File: config.mk
export PLATFORM = sky130hd
export DESIGN_NAME = traceback_unit
export DESIGN_NICKNAME = d
export VERILOG_FILES = /design/src/rtl/align_pkg.sv /design/src/rtl/tb_decide.sv /design/src/rtl/traceback_unit.sv
export SDC_FILE = /design/constraint.sdc
export NUM_CORES = 1
export LEC_CHECK = 0
export ABC_AREA = 1
export CAP_MARGIN = 20
export CORE_UTILIZATION = 50
export DETAILED_ROUTE_END_ITERATION = 12
export GPL_TIMING_DRIVEN = 0
export PLACE_DENSITY = 0.88
export SLEW_MARGIN = 20
export SYNTH_ARGS = -nofsm -noshare
export SYNTH_HDL_FRONTEND = slang
export SYNTH_SLANG_ARGS = --single-unit
File: constraint.sdc
create_clock -name clk -period 2.7 [get_ports clk]
set_input_delay 0.27 -clock clk [delete_from_list [all_inputs] [get_ports clk]]
set_output_delay 0.27 -clock clk [all_outputs]
set_load 0.02 [all_outputs]
File: src/rtl/align_pkg.sv
// Shared definitions for the alignment traceback path.
//   SCORE_W / IDX_W : width of score values and matrix indices.
//   op_t            : op codes streamed out by the traceback (00 is never emitted).
//   tb_state_t      : traceback FSM states, also exported on the debug state output.
package align_pkg;

    localparam int SCORE_W = 32;
    localparam int IDX_W   = 32;

    typedef enum logic [1:0] {
        OP_DIAG = 2'b01,
        OP_UP   = 2'b10,
        OP_LEFT = 2'b11
    } op_t;

    typedef enum logic [2:0] {
        IDLE,
        LOAD,
        RD_CUR,
        RD_DIAG,
        RD_UP,
        DECIDE,
        EMIT,
        DONE
    } tb_state_t;

endpackage

File: src/rtl/tb_decide.sv
// Combinational move selection for one interior traceback step.
//   i_cur  : H[i][j]
//   i_diag : H[i-1][j-1]
//   i_up   : H[i-1][j]
//   i_a    : symbol a[i]
//   i_b    : symbol b[j]
//   o_op   : chosen move (DIAG, then UP, then LEFT by priority)
// Scores wrap modulo 2^SCORE_W and are compared for exact equality.
module tb_decide
    import align_pkg::*;
#(
    parameter int MATCH    = 1,
    parameter int MISMATCH = 0,
    parameter int GAP      = 0
) (
    input  logic [SCORE_W-1:0] i_cur,
    input  logic [SCORE_W-1:0] i_diag,
    input  logic [SCORE_W-1:0] i_up,
    input  logic [SCORE_W-1:0] i_a,
    input  logic [SCORE_W-1:0] i_b,
    output logic [1:0]         o_op
);

    logic [SCORE_W-1:0] w_diag_score;
    logic [SCORE_W-1:0] w_up_score;

    always_comb begin
        w_diag_score = i_diag + ((i_a == i_b) ? SCORE_W'(MATCH) : SCORE_W'(MISMATCH));
        w_up_score   = i_up + SCORE_W'(GAP);
        if (w_diag_score == i_cur) begin
            o_op = OP_DIAG;
        end else if (w_up_score == i_cur) begin
            o_op = OP_UP;
        end else begin
            // LEFT is taken without a confirming read.
            o_op = OP_LEFT;
        end
    end

endmodule

File: src/rtl/traceback_unit.sv
// Walks a filled score matrix from (N,M) back to (0,0) and streams the
// alignment as ops.
//   clk, reset          : clock, asynchronous active-low reset
//   start               : begin a walk (accepted only in IDLE or DONE)
//   rd_en, rd_i, rd_j   : read request to the matrix store (1-cycle latency)
//   rd_score, rd_a, rd_b: read data, valid the cycle after rd_en
//   op_valid, op_ready  : op stream handshake
//   op_code, op_i, op_j : move and the cell it leaves
//   finish, error       : walk complete / matrix inconsistency (valid with finish)
//   length              : number of ops emitted in this walk
//   dbg_state           : current FSM state
//
// Handshake: an op transfers on a rising edge where op_valid && op_ready.
// Once op_valid rises, op_code/op_i/op_j stay stable and op_valid stays high
// until that transfer happens.
//
// Interior step: LOAD, RD_CUR, RD_DIAG, RD_UP, DECIDE, EMIT. Reads issued in
// RD_CUR/RD_DIAG/RD_UP return in RD_DIAG/RD_UP/DECIDE respectively, so each
// state captures the data of the previous request. Boundary step (row or
// column 0): LOAD, EMIT.
module traceback_unit
    import align_pkg::*;
#(
    parameter int N        = 5,
    parameter int M        = 5,
    parameter int MATCH    = 1,
    parameter int MISMATCH = 0,
    parameter int GAP      = 0
) (
    input  logic               clk,
    input  logic               reset,
    input  logic               start,
    output logic               rd_en,
    output logic [IDX_W-1:0]   rd_i,
    output logic [IDX_W-1:0]   rd_j,
    input  logic [SCORE_W-1:0] rd_score,
    input  logic [SCORE_W-1:0] rd_a,
    input  logic [SCORE_W-1:0] rd_b,
    output logic               op_valid,
    input  logic               op_ready,
    output logic [1:0]         op_code,
    output logic [IDX_W-1:0]   op_i,
    output logic [IDX_W-1:0]   op_j,
    output logic               finish,
    output logic               error,
    output logic [31:0]        length,
    output logic [2:0]         dbg_state
);

    tb_state_t          r_state;
    logic [IDX_W-1:0]   r_i;
    logic [IDX_W-1:0]   r_j;
    logic [SCORE_W-1:0] r_cur;
    logic [SCORE_W-1:0] r_diag;
    logic [SCORE_W-1:0] r_a;
    logic [SCORE_W-1:0] r_b;
    // Set when a LEFT move drops onto column 0 from an interior cell; the
    // remaining UP chain always lands on (0,0), so it is reported at DONE.
    logic               r_left_edge;
    logic [1:0]         w_op;

    assign dbg_state = r_state;

    // Up score is consumed straight from the read port in DECIDE.
    tb_decide #(
        .MATCH    (MATCH),
        .MISMATCH (MISMATCH),
        .GAP      (GAP)
    ) u_decide (
        .i_cur  (r_cur),
        .i_diag (r_diag),
        .i_up   (rd_score),
        .i_a    (r_a),
        .i_b    (r_b),
        .o_op   (w_op)
    );

    always_ff @(posedge clk or negedge reset) begin
        if (!reset) begin
            r_state     <= IDLE;
            r_i         <= '0;
            r_j         <= '0;
            r_cur       <= '0;
            r_diag      <= '0;
            r_a         <= '0;
            r_b         <= '0;
            r_left_edge <= 1'b0;
            rd_en       <= 1'b0;
            rd_i        <= '0;
            rd_j        <= '0;
            op_valid    <= 1'b0;
            op_code     <= 2'b00;
            op_i        <= '0;
            op_j        <= '0;
            finish      <= 1'b0;
            error       <= 1'b0;
            length      <= '0;
        end else begin
            case (r_state)
                IDLE, DONE: begin
                    if (start) begin
                        r_i         <= IDX_W'(N);
                        r_j         <= IDX_W'(M);
                        length      <= '0;
                        error       <= 1'b0;
                        finish      <= 1'b0;
                        r_left_edge <= 1'b0;
                        r_state     <= LOAD;
                    end
                end
                LOAD: begin
                    if (r_i == '0 && r_j == '0) begin
                        finish  <= 1'b1;
                        error   <= r_left_edge;
                        r_state <= DONE;
                    end else if (r_i == '0) begin
                        op_code  <= OP_LEFT;
                        op_i     <= r_i;
                        op_j     <= r_j;
                        op_valid <= 1'b1;
                        r_state  <= EMIT;
                    end else if (r_j == '0) begin
                        op_code  <= OP_UP;
                        op_i     <= r_i;
                        op_j     <= r_j;
                        op_valid <= 1'b1;
                        r_state  <= EMIT;
                    end else begin
                        rd_en   <= 1'b1;
                        rd_i    <= r_i;
                        rd_j    <= r_j;
                        r_state <= RD_CUR;
                    end
                end
                RD_CUR: begin
                    rd_i    <= r_i - 1'b1;
                    rd_j    <= r_j - 1'b1;
                    r_state <= RD_DIAG;
                end
                RD_DIAG: begin
                    r_cur   <= rd_score;
                    r_a     <= rd_a;
                    r_b     <= rd_b;
                    rd_i    <= r_i - 1'b1;
                    rd_j    <= r_j;
                    r_state <= RD_UP;
                end
                RD_UP: begin
                    r_diag  <= rd_score;
                    rd_en   <= 1'b0;
                    r_state <= DECIDE;
                end
                DECIDE: begin
                    op_code  <= w_op;
                    op_i     <= r_i;
                    op_j     <= r_j;
                    op_valid <= 1'b1;
                    if (w_op == OP_LEFT && r_j == IDX_W'(1)) begin
                        r_left_edge <= 1'b1;
                    end
                    r_state <= EMIT;
                end
                EMIT: begin
                    if (op_ready) begin
                        op_valid <= 1'b0;
                        length   <= length + 32'd1;
                        case (op_code)
                            OP_DIAG: begin
                                r_i <= r_i - 1'b1;
                                r_j <= r_j - 1'b1;
                            end
                            OP_UP:   r_i <= r_i - 1'b1;
                            default: r_j <= r_j - 1'b1;
                        endcase
                        r_state <= LOAD;
                    end
                end
                default: r_state <= IDLE;
            endcase
        end
    end

endmodule

# Word-level counts from Yosys, hierarchy flattened

Index checks and enable logic that the tools add are counted.
Widths: inputs -> output; s select.

Add/subtract/negate cells: 4
$mul: 0
Div/mod/pow operators: 0
Magnitude comparators: 0
Equality and inequality tests: 24
Shift-type cells: 0
Mux-type cells: 55
Bitwise operators: 0
Reduce and logical (&&, ||, !) cells: 27

Operators by type and width:

| kind                  | number |
|---|---|
| $mux 32               | 19 |
| $pmux 32 s2           | 6 |
| $eq 32x32->1          | 3 |
| $pmux 32 s3           | 1 |
| $logic_not 32->1      | 2 |
| $sub 32x1->32 const B | 2 |
| $add 32x1->32 const B | 1 |
| $add 32x32->32        | 1 |
| $eq 32x1->1 const B   | 1 |
| $reduce_and 4->1      | 6 |
| $pmux 3 s7            | 1 |
| $ne 2x2->1 const B    | 9 |
| $mux 3                | 5 |
| $mux 1                | 13 |
| $eq 3x3->1 const B    | 4 |
| $reduce_and 3->1      | 4 |
| $reduce_bool 2->1     | 6 |
| $mux 2                | 4 |
| $pmux 1 s2            | 4 |
| $eq 3x2->1 const B    | 2 |
| $reduce_bool 3->1     | 2 |
| $reduce_or 2->1       | 3 |
| $eq 2x2->1 const B    | 2 |
| $pmux 2 s2            | 1 |
| 7 further kinds       | 8 |

Register bits: 362
Bits in latches: 0
Bits in writable memories: 0
Memory bits (read-only): 0
Input bits: 100
Output and inout bits: 169
Memories: 0

# Logic depth before layout (Yosys ltp)

Gate-level depths: netlist of run 1.

Word-level depth: 9
Gate-level depth with buffers: 24
Depth with buffers taken out: 24

# By module

Synthesis of run 1 repeated with hierarchy kept, for this count alone.

Cells, all modules: 2564
Area, all modules: 19588.8 um^2

Modules (own cells, without submodules):

| module         | instances | cells each | area an instance (um^2) | sequential area each (um^2) |
|---|---|---|---|---|
| traceback_unit | 1         | 2136       | 17275.3                 | 9058.7 |
| tb_decide      | 1         | 428        | 2313.5                  | 0.0 |

# Worst setup path before layout of run 1

Ideal clock, no wire load.

Path kind: flip-flop to flip-flop
Start: register r_b[16]
End: register op_code[1]
Library setup time: 0.117 ns
Arrival: 2.690 ns
Required time: 2.583 ns
Slack: -0.107 ns
Stages on the path, launching flop included: 23
Period minus slack after synthesis: 2.807 ns
Cells stage by stage: dfrtp_1 > xnor2_1 > o21ai_0 > nor3_1 > nand4_1 > nor4_1 > ha_1 > ha_1 > nand2_1 > nor2_2 > nand2_1 > nor2_1 > nand2_1 > nand2_1 > nand2_1 > nand2_1 > nand2_1 > nor2_1 > nand2_1 > nor2_1 > nand3_1 > o21ai_1 > inv_1

Word-level cells in the longest chain between the ends: 6

Ends and longest elaborated chain:

| element                  | line                  | RTL |
|---|---|---|
| start: declaration       | traceback_unit.sv:56  | `logic [SCORE_W-1:0] r_b;` |
| start signal: assignment | traceback_unit.sv:143 | `r_b <= rd_b;` |
| $eq 32x32->1             | tb_decide.sv:28       | `w_diag_score = i_diag + ((i_a == i_b) ? SCORE_W'(MATCH) : SCORE_W'(MISMATCH));` |
| $mux 1                   | tb_decide.sv:28       |  |
| $add 32x32->32           | tb_decide.sv:28       |  |
| $eq 32x32->1             | tb_decide.sv:30       | `if (w_diag_score == i_cur) begin` |
| $mux 2                   | tb_decide.sv:30       |  |
| $pmux 2 s2               | traceback_unit.sv:99  | `case (r_state)` |
| end signal: assignment   | traceback_unit.sv:154 | `op_code <= w_op;` |
| end: declaration         | traceback_unit.sv:41  | `output logic [1:0] op_code,` |

Every way passes these cells.
A chain may end at the register's enable or synchronous reset.

# Final worst setup path of run 1

Start: register r_b[5]
End: register r_left_edge

Word-level cells in the longest chain between the ends: 9

Ends and longest elaborated chain:

| element                    | line                  | RTL |
|---|---|---|
| $eq 32x32->1               | tb_decide.sv:28       |  |
| $mux 1                     | tb_decide.sv:28       |  |
| $add 32x32->32             | tb_decide.sv:28       |  |
| $eq 32x32->1               | tb_decide.sv:30       |  |
| $mux 2                     | tb_decide.sv:30       |  |
| $eq 2x2->1                 | traceback_unit.sv:158 | `if (w_op == OP_LEFT && r_j == IDX_W'(1)) begin` |
| $logic_and 1x1->1          | traceback_unit.sv:158 |  |
| $ne 2x2->1 (no line)       | n/a                   |  |
| $reduce_and 3->1 (no line) | n/a                   |  |
| end signal: assignment     | traceback_unit.sv:87  | `r_left_edge <= 1'b0;` |
| end signal: assignment     | traceback_unit.sv:107 | `r_left_edge <= 1'b0;` |
| end signal: assignment     | traceback_unit.sv:159 | `r_left_edge <= 1'b1;` |
| end: declaration           | traceback_unit.sv:59  | `logic r_left_edge;` |

Every way passes these cells.

==> key figures, run 1 <==
Run status
  • Outcome: finished with violations
  • Violated checks: negative setup slack

Logic synthesis
  • Synth Warn #: 0
  • Synth Area in XOR/XNOR: 0.0607
  • Post-Synth Adder-Cell Area: 0.00474
  • Netlist cell types: 50
  • Seq/Total Area, Yosys: 0.490
  • Synth Register Bits: 362
  • Mux share of post-synthesis cell area: 0
  • Syn nets: 2444
  • Avg Inst Size Synth: 7.91 sq um
  • Largest family of logic cells by synthesized area: simple AND/OR/NAND/NOR gates
  • Synth Cell Area: 18500 sq um
  • Simple-gate area share of the yosys netlist: 0.263
  • Synthesized instance count: 2337
  • Synth Area in Compound Gates: 0.108

Global route
  • Met3 GRT Util: 0.0567
  • Initial antenna violation count: 1
  • Vias in the first global route: 17372
  • Met2 usage: 0.488
  • GR peak layer: met2
  • Largest net degree at the start of global routing: 101
  • Met1 Use GR: 0.385
  • GRT overflow: 0
  • Global-route wire length before repair: 90000 um
  • Total track usage: 0.297

STA
  • Hold Violations, Final: 0
  • Final setup viols: 3
  • Setup WS post-layout: -0.757 ns
  • RSZ-0062 raised after global routing: true
  • Fin crit share: 1.28
  • Fmax: 0.289 GHz
  • Max-Slew Margin vs Limit: 0.425
  • Hold slack: 0.253 ns
  • Minimum clock period after layout: 3.46 ns
  • Setup_tns: -2.20 ns
  • Worst-margin pin slew: 0.855 ns
  • Final slew viol count: 0
  • Clock skew: 0.0378 ns

Final layout
  • Layout cells sized above 1: 0.0761
  • Final Non-Filler Cells: 3162
  • Final core utilization: 0.643
  • Area grow syn2layout: 27.0%
  • Leading cell types in the layout, fill and taps excluded: nand2_1, dfrtp_1, clkdlybuf4s50_1
  • Most common cell after layout, fill and taps aside: nand2_1
  • Final instance area: 23500 sq um
  • Nets@finish: 2778
  • Ant diodes: 0

Critical path
  • Required time worst endpoint: 3.08 ns
  • Critical path startpoint category: register
  • Worst Path Arrival: 3.84 ns
  • R2R depth: 19
  • Reg-to-Reg Start: r_b[5]
  • R2r setup slk: -0.76 ns
  • Reg2reg end: r_left_edge
  • Critical Path Sink Type: register
  • CP Max Fanout: 4
  • CP Class: register to register

Floorplanning
  • Ports: 269
  • Row count: 70
  • Total core area: 36500 sq um
  • Initial core utilization: 0.506
  • Die height: 194 um
  • Die width: 194 um
  • Die area: 37700 sq um

Power and ir drop
  • Pint: 15.7 mW
  • Psw: 13.0 mW
  • PwrDens: 1220 nW/um^2
  • Leak Pwr: 11.0 nW
  • Clock power share: 0.188
  • Max VDD drop: 0.762 mV
  • Share of total power in combinational logic: 0.493
  • Sw frac: 0.454
  • Register share of total power: 0.320

Hold path
  • Worst Hold Depth: 3
  • Hold wc startpoint: rd_a[17]
  • Worst hold path class: primary input to register
  • Hold Crit Endpoint: r_a[17]

CTS
  • Clock Latency Late Sink: 0.56 ns
  • Buffer levels on the longest clock path: 3
  • TritonCTS clock tree: built
  • TritonCTS Buffers: 40
  • Clock transition at path regs: 0.06 ns
  • CTS H-Tree Depth: 2
  • Clock root cell: clkbuf_16
  • CTS sink cnt: 362

Job
  • Max-cap violations: 0

Route
  • Routed wire length: 56100 um
  • Final ANT Viol Nets: 0
  • Drt via density: 5.54
  • 1st-iter DRT viols: 1699
  • DR WL/cell: 17.7 um
  • Remaining DRCs: 0
  • Via Count: 17517
  • DRT Pass-1 Iters: 10

Placement
  • Port Buf Inserts: 268
  • Post-DP Area: 21900 sq um
  • Hpwl dp: 40900 um
  • Placed Cells: 3076
  • Gpl congestion: 0.983
==> stage by stage <==
stage | setup WS [ns] | total power [mW]
after floorplan | -0.0358 | 17.7
after global placement | -13.99 | 22.0
after detailed placement | -1.09 | 22.6
after CTS | -0.665 | 28.3
after global routing | -0.869 | 30.5
final | -0.757 | 28.7
==> worst max-delay path: stages, from the launching register on <==
cell	delay [ns]
dfrtp_1	0.39
xor2_1	0.17
nor3_1	0.17
and3_1	0.20
nand4_1	0.15
nor4_4	0.30
ha_2	0.27
ha_4	0.16
nand2_4	0.05
nor2_4	0.20
nand2_2	0.11
buf_4	0.14
buf_4	0.12
xnor2_1	0.11
a21oi_1	0.13
nand4_1	0.14
nor2_2	0.17
nand3_2	0.14
nand2_1	0.10
a21oi_1	0.06
==> flip-flops by register name (all words and copies together), names as in the netlist <==
register and count:
op_j 32, op_code 2, op_valid 1, r_a 32, rd_en 1, r_left_edge 1
length 32, r_b 32, error 1, finish 1, op_i 32, r_diag 32
r_cur 32, dbg_state 3, r_i 32, rd_i 32, r_j 32, rd_j 32
==> cell families after synthesis <==
family,after synthesis
simple gates,1134
flops,362
xor+xnor,128
fa+ha+maj,7
buf+inv,334
compound gates,372
==> cell usage after synthesis (all sizes together) <==
master,n,area [sq um]
nand2,725,2740
dfrtp,362,9060
o21ai,263,1320
inv,251,952
nor2,216,917
xor2,86,753
nand3,84,455
clkbuf,51,191
xnor2,42,368
a21oi,41,205
nand4,39,272
nor3,33,213
buf,32,228
o22ai,26,163
a31oi,23,144
nor4,18,128
or2,8,50.1
ha,7,87.6
nand3b,6,45.0
o21a,5,37.5
o31ai,4,30.0
o2111ai,3,26.3
a21o,2,15.0
and3,2,12.5
a211oi,1,7.51
a21boi,1,7.51
a221oi,1,8.76
a2bb2oi,1,8.76
and2,1,6.26
nor3b,1,12.5
o211ai,1,12.5
or3,1,6.26
==> cell type report <==
cell class                 count  area (sq um)
fill                        2892         13100
sequential                   362          9060
multi-input combinational   1641          8240
timing repair buffer         292          2930
clock buffer                  54          1100
inverter                     251           952
tap                          468           586
buffer                        83           438
clock inverter                11           164
==> routing by layer <==
| layer | part of all wire | up-vias |
|---|---|---|
| li1 | - | 8145 |
| met1 | 0.40 | 8335 |
| met2 | 0.47 | 881 |
| met3 | 0.087 | 156 |
| met4 | 0.037 | 0 |
| met5 | 0 | - |
==> what timing repair did <==
| item | in CTS | in global routing |
|---|---|---|
| pin swaps | 10 | 12 |
| hold endpoints to repair | 67 | 0 |
| resized for setup | 21 | 21 |
| setup endpoints to repair | 81 | 118 |
| cloned | 0 | 1 |
| hold buffers | 1 | 0 |
| buffers inserted | 6 | 13 |
==> how the worst max path moves through the flow <==
stage          startpoint           to  slack [ns]  cells past startpoint
2_1_floorplan     r_a[16]   op_code[1]       -0.04                     22
3_3_place_gp        reset      r_b[16]      -13.99                      1
3_5_place_dp      r_a[16]  r_left_edge       -1.09                     19
4_1_cts           r_b[16]  r_left_edge       -0.67                     18
5_1_grt            r_b[5]  r_left_edge       -0.87                     22
6_report           r_b[5]  r_left_edge       -0.76                     19
==> power groups by stage <==
stage	combinational [mW]	clock, mW	sequential [mW]
3_5_place_dp	13.4	0	9.15
2_1_floorplan	8.17	0	9.50
5_1_grt	15.4	5.66	9.38
6_report	14.1	5.39	9.18
3_3_place_gp	13.0	0	9.05
4_1_cts	13.7	5.45	9.11
Power figures use the tool's default switching activity.
==> inputs of run 2 (changes only) <==
--- a/config.mk
+++ b/config.mk
@@ -5,12 +5,11 @@
 export SDC_FILE = /design/constraint.sdc
 export NUM_CORES = 1
 export LEC_CHECK = 0
-export ABC_AREA = 1
 export CAP_MARGIN = 20
-export CORE_UTILIZATION = 50
+export CORE_UTILIZATION = 49
 export DETAILED_ROUTE_END_ITERATION = 12
 export GPL_TIMING_DRIVEN = 0
-export PLACE_DENSITY = 0.88
+export PLACE_DENSITY = 0.87
 export SLEW_MARGIN = 20
 export SYNTH_ARGS = -nofsm -noshare
 export SYNTH_HDL_FRONTEND = slang
==> key figures, run 2 <==
Placement
  • Hpwl dp: 34800 um (-15%)
  • Port Buf Inserts: 268 (unchanged)
  • Gpl congestion: 0.930 (-5.5%)

STA
  • Hold Violations, Final: 0 (unchanged)
  • Max-Slew Margin vs Limit: 0.411 (-0.0135)
  • Clock skew: 0.0262 ns (-0.0116 ns)
  • Hold slack: 0.293 ns (+0.0400 ns)
  • Fmax: 0.259 GHz (-10%)
  • Final slew viol count: 0 (unchanged)
  • Final setup viols: 137 (+134)
  • RSZ-0062 raised after global routing: true
  • Fin crit share: 1.43 (+0.149)
  • Minimum clock period after layout: 3.86 ns (+0.401 ns)
  • Worst-margin pin slew: 0.875 ns (+0.0201 ns)
  • Setup WS post-layout: -1.16 ns (-0.401 ns)

Logic synthesis
  • Most numerous cell in the Yosys netlist: dfrtp_1
  • Post-synthesis async set-or-reset flop share: 1.00 (unchanged)
  • Synth cell count leaders: dfrtp_1, nor2_1, mux2_2, nand2_1, a21oi_1
  • Synth area leader: dfrtp_1
  • Top cell type's share of synthesized area: 0.514 (+0.0241)
  • Synth Flop Type: dfrtp_1
  • Netlist cell types: 67 (+34%)
  • Top post-synthesis cells by area: dfrtp_1, mux2_2, xnor2_1
  • Synth Cell Area: 17600 sq um (-4.7%)
  • Syn nets: 1777 (-27%)
  • Synthesized instance count: 1670 (-29%)
  • Seq/Total Area, Yosys: 0.514 (+0.0241)
  • Synth Warn #: 0 (unchanged)
  • Synth Register Bits: 362 (unchanged)
  • Avg Inst Size Synth: 10.5 sq um (+33%)
  • Number of synthesized flops with an enable pin: 0 (unchanged)

Power and ir drop
  • PwrDens: 1100 nW/um^2 (-9.8%)
  • Max VDD drop: 0.750 mV (-1.6%)
  • Leak Pwr: 10.4 nW (-5.1%)
  • Tot Pwr: 27.6 mW (-3.9%)

Global route
  • Vias in the first global route: 15174 (-13%)
  • Initial antenna violation count: 0 (-1)
  • Total track usage: 0.293 (-0.00479)
  • GRT overflow: 0 (unchanged)
  • Global-route wire length before repair: 84100 um (-6.6%)
  • Largest net degree at the start of global routing: 102 (+0.99%)

Critical path
  • CP Class: register to register
  • Required time worst endpoint: 3.09 ns (about the same)
  • Critical Path Sink Type: register
  • Worst Path Arrival: 4.25 ns (+0.41 ns)
  • Cell Chain, Critical Path: xor2_1 > nor4_2 > nand4_1 > nor2_2 > ha_2 > ha_4 > nand4_1 > buf_4 > nor4_4 > and3_4 > mux2i_1 > or3b_1 > a211o_1 > nor4_4 > buf_4 > a32oi_1
  • CP max stage delay: 0.39 ns (about the same)
  • Critical path startpoint category: register
  • CP Max Fanout: 4 (unchanged)
  • WP buf/inv: 2 (unchanged)
  • Slowest CP cell: or3b_1
  • R2r setup slk: -1.16 ns (-0.40 ns)
  • CP delay by family, top: simple AND/OR/NAND/NOR gates

Job
  • Max-cap violations: 0 (unchanged)

Route
  • Remaining DRCs: 0 (unchanged)
  • 1st-iter DRT viols: 1557 (-8.4%)
  • Via Count: 15348 (-12%)
  • DRT Pass-1 Iters: 5 (-5)
  • DR WL/cell: 22.6 um (+27%)
  • Final ANT Viol Nets: 0 (unchanged)
  • Drt via density: 6.03 (+8.9%)
  • Routed wire length: 57500 um (+2.4%)

CTS
  • Buffer levels on the longest clock path: 3 (unchanged)
  • CTS sink cnt: 362 (unchanged)
  • Clock Latency Late Sink: 0.55 ns (about the same)
  • CTS H-Tree Depth: 2 (unchanged)
  • Clock root cell: clkbuf_16
  • TritonCTS clock tree: built
  • Clock transition at path regs: 0.06 ns (about the same)
  • TritonCTS Buffers: 39 (-2.5%)

Hold path
  • Worst hold path class: primary input to asynchronous set/reset pin

Floorplanning
  • Total core area: 35500 sq um (-2.8%)
  • Initial core utilization: 0.496 (-0.00954)
  • Ports: 269 (unchanged)
  • Die width: 192 um (-1.4%)
  • Row count: 69 (-1.4%)
  • Die area: 36700 sq um (-2.7%)
  • Die height: 192 um (-1.4%)

Final layout
  • Nets@finish: 2166 (-22%)
  • Most common cell after layout, fill and taps aside: dfrtp_1
  • Ant diodes: 0 (unchanged)
  • Fillers: 2241 (-23%)
  • Leading cell types in the layout, fill and taps excluded: dfrtp_1, clkdlybuf4s50_1, mux2_2
  • Layout cells sized above 1: 0.292 (+0.216)
  • Area grow syn2layout: 41.9%

Run status
  • Violated checks: negative setup slack
  • Outcome: finished with violations
-- run 2: power by group --
| part | internal [mW] | switching (mW) | leakage (nW) |
|---|---|---|---|
| Combinational | 6.55 | 6.84 | 5.27 |
| Sequential | 7.16 | 1.87 | 4.57 |
| Clock | 2.97 | 2.21 | 0.586 |
| Total | 16.7 | 10.9 | 10.4 |
-- run 2: kinds of logic (layout without fill, tap and decap cells) --
logic type / after synthesis / after routing / synth area share
muxes: 194 / 194 / 0.124
AOI/OAI and AO/OA: 274 / 274 / 0.0904
DFF: 362 / 362 / 0.514
xor gates and xnor gates: 188 / 188 / 0.0935
adders and majority gates: 7 / 7 / 0.00497
and+or+nand+nor: 537 / 537 / 0.148
buffers and inverters: 108 / 522 / 0.0259
-- run 2: cell type report --
type,count,area [sq um],area share
inverter,21,80.1,0.00320
clock inverter,11,123,0.00490
multi-input combinational,1200,9660,0.386
tap,461,577,0.0231
clock buffer,55,1080,0.0431
buffer,74,549,0.0220
sequential,362,9070,0.363
timing repair buffer,361,3860,0.154
-- run 2: worst paths after layout --
path,end,cells past startpoint,startpoint
max,op_code[1],16,r_b[2]
min,op_j[18],2,reset
max reg2reg,op_code[1],16,r_b[2]
min reg2reg,rd_en,2,rd_en
max in group asynchronous,r_b[10],4,reset
min in group clk,r_a[17],2,rd_a[17]
-- run 2: metal layers --
layer  wire length, um  part of all wire  GRT usage  up-vias
met2             27400              0.48      0.468      884
met1             22400              0.39      0.381     7622
li1                  -                 -          -     6611
met4              2930             0.051      0.139        0
met3              4770             0.083     0.0603      231
met5                 0                 0          0        -
-- run 2: through the flow --
| step | std cells | instance area [sq um] | utilization | setup TNS (ns) | worst slack, ns |
|---|---|---|---|---|---|
| finish | 2545 | 25000 | 0.705 | -24.61 | -1.16 |
| global route | 2545 | 25000 | 0.705 | -37.65 | -1.33 |
| CTS | 2520 | 23800 | 0.672 | -20.25 | -1.28 |
| detailed placement | 2402 | 21300 | 0.599 | -148.04 | -1.61 |
| global placement | 2399 | 21200 | 0.596 | -5220.65 | -14.02 |
| floorplan | 1670 | 17900 | - | -7.32 | -0.606 |
-- run 2: worst reg2reg max path, stage by stage (launching register included) --
cell     delay (ns)
dfrtp_1        0.38
xor2_1         0.19
nor4_2         0.36
nand4_1        0.23
nor2_2         0.18
ha_2           0.22
ha_4           0.15
nand4_1        0.08
buf_4          0.19
nor4_4         0.21
and3_4         0.24
mux2i_1        0.06
or3b_1         0.39
a211o_1        0.30
nor4_4         0.26
buf_4          0.17
a32oi_1        0.10
-- run 2: repair_timing --
item / 4_1_cts / 5_1_grt
resized for setup: 197 / 266
setup buffers: 51 / 30
setup endpoints to repair: 278 / 215
cloned: 8 / 8
pin swaps: 33 / 25
hold buffers: 1 / 0
endpoints found under the hold margin: 86 / 0
